===== config.mk =====
export PLATFORM = sky130hd
export DESIGN_NAME = fifo_rd_serializer_flat
export DESIGN_NICKNAME = d
export VERILOG_FILES = /design/src/rtl/fifo_rd_serializer_pkg.sv /design/src/rtl/fifo_rd_serializer_if.sv /design/src/rtl/fifo_rd_serializer.sv /design/src/flat_wrapper.sv
export SDC_FILE = /design/constraint.sdc
export NUM_CORES = 2
export LEC_CHECK = 0
export CAP_MARGIN = 40
export CORE_AREA = 2 2 404 406
export CTS_BUF_LIST = sky130_fd_sc_hd__clkbuf_4 sky130_fd_sc_hd__clkbuf_8 sky130_fd_sc_hd__clkbuf_16
export DETAILED_ROUTE_END_ITERATION = 10
export DIE_AREA = 0 0 406 408
export PLACE_DENSITY = 0.55
export SLEW_MARGIN = 5
export SYNTH_ARGS = -nofsm -noshare
export SYNTH_HDL_FRONTEND = slang
export SYNTH_SLANG_ARGS = --single-unit
export TNS_END_PERCENT = 1

===== constraint.sdc =====
create_clock -name clk -period 43.8 [get_ports clk]
set_input_delay 6.57 -clock clk [delete_from_list [all_inputs] [get_ports clk]]
set_output_delay 6.57 -clock clk [all_outputs]
set_load 0.03 [all_outputs]

===== src/rtl/fifo_rd_serializer_pkg.sv =====
// rtl/fifo_rd_serializer_pkg.sv - shared defaults, sizing helpers and state encoding
package fifo_rd_serializer_pkg;

    localparam int DEF_FIFO_DATA_WIDTH = 986;
    localparam int DEF_OUT_WIDTH       = 32;

    // One state bit: IDLE waits for a word, SEND holds one and streams it out.
    localparam logic [0:0] ST_IDLE = 1'b0;
    localparam logic [0:0] ST_SEND = 1'b1;

    // Beats needed to carry one FIFO word; the last beat may be partial.
    function automatic int calc_num_beats(input int data_w, input int out_w);
        return (data_w + out_w - 1) / out_w;
    endfunction

    // Beat counter width; never narrower than one bit.
    function automatic int calc_cnt_width(input int num_beats);
        return (num_beats <= 2) ? 1 : $clog2(num_beats);
    endfunction

endpackage


===== src/rtl/fifo_rd_serializer_if.sv =====
// rtl/fifo_rd_serializer_if.sv - FIFO read side plus narrow beat stream bundle
interface fifo_rd_serializer_if #(
    parameter int FIFO_DATA_WIDTH = fifo_rd_serializer_pkg::DEF_FIFO_DATA_WIDTH,
    parameter int OUT_WIDTH       = fifo_rd_serializer_pkg::DEF_OUT_WIDTH
);

    logic                       fifo_empty_i;
    logic [FIFO_DATA_WIDTH-1:0] fifo_rdata_i;
    logic                       fifo_rden_o;
    logic                       out_valid_o;
    logic                       out_ready_i;
    logic [OUT_WIDTH-1:0]       out_data_o;
    logic                       out_last_o;
    logic                       busy_o;

    // Serializer side: consumes the FIFO, produces the beat stream.
    modport master (
        input  fifo_empty_i,
        input  fifo_rdata_i,
        input  out_ready_i,
        output fifo_rden_o,
        output out_valid_o,
        output out_data_o,
        output out_last_o,
        output busy_o
    );

    // Environment side: the FIFO and the downstream link.
    modport slave (
        output fifo_empty_i,
        output fifo_rdata_i,
        output out_ready_i,
        input  fifo_rden_o,
        input  out_valid_o,
        input  out_data_o,
        input  out_last_o,
        input  busy_o
    );

endinterface


===== src/rtl/fifo_rd_serializer.sv =====
// rtl/fifo_rd_serializer.sv - pops wide show-ahead FIFO words and streams them LSB beat first
module fifo_rd_serializer
    import fifo_rd_serializer_pkg::*;
#(
    parameter int FIFO_DATA_WIDTH = DEF_FIFO_DATA_WIDTH,
    parameter int OUT_WIDTH       = DEF_OUT_WIDTH,
    parameter int NUM_BEATS       = calc_num_beats(FIFO_DATA_WIDTH, OUT_WIDTH),
    parameter int BEAT_CNT_WIDTH  = calc_cnt_width(NUM_BEATS)
) (
    input  logic                 clk,
    input  logic                 reset,
    fifo_rd_serializer_if.master bus
);

    localparam int SHREG_WIDTH = NUM_BEATS * OUT_WIDTH;
    localparam logic [BEAT_CNT_WIDTH-1:0] LAST_BEAT = BEAT_CNT_WIDTH'(NUM_BEATS - 1);
    localparam logic [BEAT_CNT_WIDTH-1:0] CNT_ONE   = BEAT_CNT_WIDTH'(1);

    logic [0:0]                state_q;
    logic [BEAT_CNT_WIDTH-1:0] beat_cnt_q;
    logic [SHREG_WIDTH-1:0]    shreg_q;
    logic [SHREG_WIDTH-1:0]    load_word;
    logic                      in_send;
    logic                      is_last;
    logic                      handshake;
    logic                      pop;

    // Zero-extend the FIFO head into the shift-register width so pad bits leave as 0.
    always_comb begin
        load_word = '0;
        load_word[FIFO_DATA_WIDTH-1:0] = bus.fifo_rdata_i;
    end

    // Pop when idle, or on the final handshake of a word so the next word follows without a bubble.
    // Reset blocks the pop so the FIFO is never drained while this block is being cleared.
    always_comb begin
        in_send   = (state_q == ST_SEND);
        is_last   = (beat_cnt_q == LAST_BEAT);
        handshake = in_send && bus.out_ready_i;
        pop       = !reset && !bus.fifo_empty_i && (!in_send || (handshake && is_last));
    end

    // FSM, beat counter and shift register advance together on a pop or an accepted beat.
    always_ff @(posedge clk or posedge reset) begin
        if (reset) begin
            state_q    <= ST_IDLE;
            beat_cnt_q <= '0;
            shreg_q    <= '0;
        end else if (pop) begin
            state_q    <= ST_SEND;
            beat_cnt_q <= '0;
            shreg_q    <= load_word;
        end else if (handshake) begin
            // The final shift empties the register, so idle output data reads as 0.
            shreg_q <= shreg_q >> OUT_WIDTH;
            if (is_last) begin
                state_q    <= ST_IDLE;
                beat_cnt_q <= '0;
            end else begin
                beat_cnt_q <= beat_cnt_q + CNT_ONE;
            end
        end
    end

    assign bus.fifo_rden_o = pop;
    assign bus.out_valid_o = in_send;
    assign bus.busy_o      = in_send;
    assign bus.out_data_o  = shreg_q[OUT_WIDTH-1:0];
    assign bus.out_last_o  = in_send && is_last;

endmodule


===== src/flat_wrapper.sv =====
// flat-port wrapper written by rule: the top's interface ports become plain ports
module fifo_rd_serializer_flat import fifo_rd_serializer_pkg::*;
#(
    parameter int FIFO_DATA_WIDTH = DEF_FIFO_DATA_WIDTH,
    parameter int OUT_WIDTH       = DEF_OUT_WIDTH,
    parameter int NUM_BEATS       = calc_num_beats(FIFO_DATA_WIDTH, OUT_WIDTH),
    parameter int BEAT_CNT_WIDTH  = calc_cnt_width(NUM_BEATS)
)
  (clk, reset, bus_fifo_empty_i, bus_fifo_rdata_i, bus_out_ready_i, bus_fifo_rden_o, bus_out_valid_o, bus_out_data_o, bus_out_last_o, bus_busy_o);
  fifo_rd_serializer_if #(.FIFO_DATA_WIDTH(FIFO_DATA_WIDTH), .OUT_WIDTH(OUT_WIDTH)) bus_i ();
  input  logic clk;
  input  logic reset;
  input wire logic [$bits(bus_i.fifo_empty_i)-1:0] bus_fifo_empty_i;
  input wire logic [$bits(bus_i.fifo_rdata_i)-1:0] bus_fifo_rdata_i;
  input wire logic [$bits(bus_i.out_ready_i)-1:0] bus_out_ready_i;
  output wire logic [$bits(bus_i.fifo_rden_o)-1:0] bus_fifo_rden_o;
  output wire logic [$bits(bus_i.out_valid_o)-1:0] bus_out_valid_o;
  output wire logic [$bits(bus_i.out_data_o)-1:0] bus_out_data_o;
  output wire logic [$bits(bus_i.out_last_o)-1:0] bus_out_last_o;
  output wire logic [$bits(bus_i.busy_o)-1:0] bus_busy_o;
  assign bus_i.fifo_empty_i = bus_fifo_empty_i;
  assign bus_i.fifo_rdata_i = bus_fifo_rdata_i;
  assign bus_i.out_ready_i = bus_out_ready_i;
  assign bus_fifo_rden_o = bus_i.fifo_rden_o;
  assign bus_out_valid_o = bus_i.out_valid_o;
  assign bus_out_data_o = bus_i.out_data_o;
  assign bus_out_last_o = bus_i.out_last_o;
  assign bus_busy_o = bus_i.busy_o;
  fifo_rd_serializer #(.FIFO_DATA_WIDTH(FIFO_DATA_WIDTH), .OUT_WIDTH(OUT_WIDTH), .NUM_BEATS(NUM_BEATS), .BEAT_CNT_WIDTH(BEAT_CNT_WIDTH)) u_core (.clk(clk), .reset(reset), .bus(bus_i));
endmodule

==> out/metrics.csv <==
metric,value,unit
wl_per_cell,26.7,microns
endpoint_kind,primary output,
cp_top_family,buffers and inverters,
crit_chain,"clkdlybuf4s50_1, nor2_4, a31oi_4, inv_2, clkdlybuf4s50_1",
fin_tns_setup,0,ns
die_h,408,microns
p_per_area,44.0,nW/um^2
grt_overflow,0,
p_leak,0.0252,uW
worst_slack,28.20,ns
fin_crit,15.60,ns
worstSetupPathType,in -> out,
preCtsSetupSlack,28.26,ns
slowest_delay,0.75,ns
synthCells,5545,
cts_tree,built,
cpMostUsedCell,clkdlybuf4s50_1,
ys.warnings.count,0,
root_buffer,clkbuf_16,
min_path_type,reg -> reg,
cp_num_buf_inv,3,
die_w,406,microns
fin_util,0.429,
floorplan.die_area,166000,sq um
wl,227,mm
port-buffer-count,1025,
worstSetupStartpointType,input port,
grt_start_max_net_pins,250,
clock_skew,0.0661,ns
setup_viol,0,
drtIter0Drc,5050,
ir_worst_vdd,0.0350,mV
areaGrowthSynthToFinish,29.4,%
insertion_delay,0.78,ns
netlist_area,53600,sq um
drv_cap,0,
hold_viol,0,
rows,148,
core-area,162000,sq um
finalNetCount,7157,
rsz0062_at_grt,no,
hold_buffers,0,
whs_path_depth,2,
start_util,0.332,
timing.rr.start,u_core.bus.busy_o,
tightest_slew,1.30,ns
yosysSeqAreaShare,0.463,
critPathLaunch,reset,
antenna_found_initial,130,
drtPass1Iterations,5,
status,"finished, final reports clean",
crit_arrival,9.03,ns
max_freq,64.1,MHz
r2r_cells,9,
ys_types,39,
ys_ff_latch,992,
htree_levels,3,
cp_max_fo,19,
synth_fp_nets,6537,
ios,1026,
maxSlewViolCount,0,
critPathRequiredTime,37.23,ns
syn_area_per_cell,9.67,sq um
grt_pass1_vias,49200,
timing.final.crit_share,0.356,
worst-r2r-setup-slack,38.78,ns
post_cts_buffers,0,
hpwlAfterDp,155,mm
crit_slowest_cell,clkdlybuf4s50_1,
remaining_drc_errors,0,
antenna_left,0,
vias,50700,
clk_pin_slew,0.06,ns
cp_num_cells,5,
viasPerCell,5.94,
cts_buffers,117,
gp_congestion,0.867,
cts_resized,0,
hp-start,u_core.shreg_q[589],
grtUsageTotal,0.263,
clockBufferDepth,3,
grt_pass1_wl,332,mm
cts.sinks,992,
drive_above_1_share,0.125,
slew-limit-headroom,0.132,
[layer usage]
layer	GRT usage	routed length, microns	vias to the layer above
li1	-	-	22700
met1	0.347	94700	25500
met2	0.401	105000	1932
met3	0.0616	16800	433
met4	0.130	10600	82
met5	0	581	-
[worst min-delay path: cells and delay by family (launching register included)]
| family | cells | cell delay, ns |
|---|---|---|
| DFF | 1 | 0.36 |
| and+or+nand+nor | 1 | 0.09 |
| AOI/OAI and AO/OA | 1 | 0.07 |
[cells in the mapped netlist (all sizes together)]
| library cell | number | share of area |
|---|---|---|
| a211oi | 950 | 0.17 |
| a21boi | 1 | 0.00014 |
| a21oi | 14 | 0.0013 |
| a221o | 14 | 0.0026 |
| a22o | 19 | 0.0031 |
| a31oi | 1 | 0.00023 |
| and2 | 477 | 0.056 |
| and3 | 2 | 0.00023 |
| and4 | 1 | 0.00016 |
| buf | 329 | 0.038 |
| clkbuf | 298 | 0.021 |
| dfrtp | 992 | 0.46 |
| ha | 2 | 0.00047 |
| inv | 3 | 0.00021 |
| nand2 | 34 | 0.0027 |
| nand3 | 1 | 0.00019 |
| nand3b | 1 | 0.00014 |
| nand4 | 2 | 0.00023 |
| nor2 | 961 | 0.067 |
| nor2b | 1 | 0.00012 |
| nor3 | 1 | 0.000093 |
| o211ai | 1 | 0.00014 |
| o21ai | 8 | 0.00082 |
| o221ai | 1 | 0.00016 |
| o22ai | 1429 | 0.17 |
| or2 | 2 | 0.00023 |
[worst paths after layout]
check	endpoint
setup / recovery	bus_fifo_rden_o
hold / removal	u_core.shreg_q[557]
setup reg to reg	u_core.shreg_q[511]
hold reg to reg	u_core.shreg_q[557]
max in group asynchronous	u_core.shreg_q[0]
min in group asynchronous	u_core.shreg_q[881]
[cell type report]
class	count	area, sq um
inverter	3	18.8
clock buffer	181	3630
clock inverter	38	497
fill	15600	92300
sequential	992	24800
antenna	80	200
timing repair buffer	1128	11900
tap	2175	2720
multi-input combinational	3923	25700
[state kept, by name (all words and copies together) (netlist names)]
register           count
u_core.beat_cnt_q      5
u_core.bus.busy_o      1
u_core.shreg_q       986
[placed cells by master, fill, tap and decap left out, types with 14 or more instances in the layout]
cell	synthesis	routed
a211oi_1	505	505
a211oi_2	445	445
a21oi_1	14	14
a221o_1	14	14
a22o_1	19	19
and2_1	477	477
buf_16	0	34
buf_4	93	58
clkbuf_16	0	117
clkbuf_4	0	29
clkbuf_8	1	35
clkdlybuf4s50_1	0	1024
clkinv_2	0	20
dfrtp_1	992	991
diode_2	0	80
nand2_1	32	32
nor2_1	960	959
o22ai_1	1429	1429
[through the flow]
stage	hold WS (ns)	power, uW	cells	cell area (sq um)
after floorplan	0.471	1730	5545	53600
after global placement	0.489	1990	8183	64100
after detailed placement	0.495	2020	8221	65100
after CTS	0.492	3070	8440	69200
after global routing	0.521	3190	8500	69300
final	0.497	3050	8520	69400
[power breakdown]
| part | internal, uW | switching, uW |
|---|---|---|
| clock | 602 | 433 |
| sequential | 1110 | 245 |
| combinational | 364 | 293 |
| total | 2080 | 971 |
[cells by family (layout without fill, tap and decap cells)]
family / count (synthesis) / count (layout) / share of synthesized area
AOI/OAI and AO/OA: 2438 / 2438 / 0.350
and+or+nand+nor: 1483 / 1483 / 0.127
DFF: 992 / 992 / 0.463
buffers and inverters: 630 / 1350 / 0.0596
adders and majority gates: 2 / 2 / 0.000467
other: 0 / 80 / 0
Note: power is estimated with default switching activity, not from simulation.
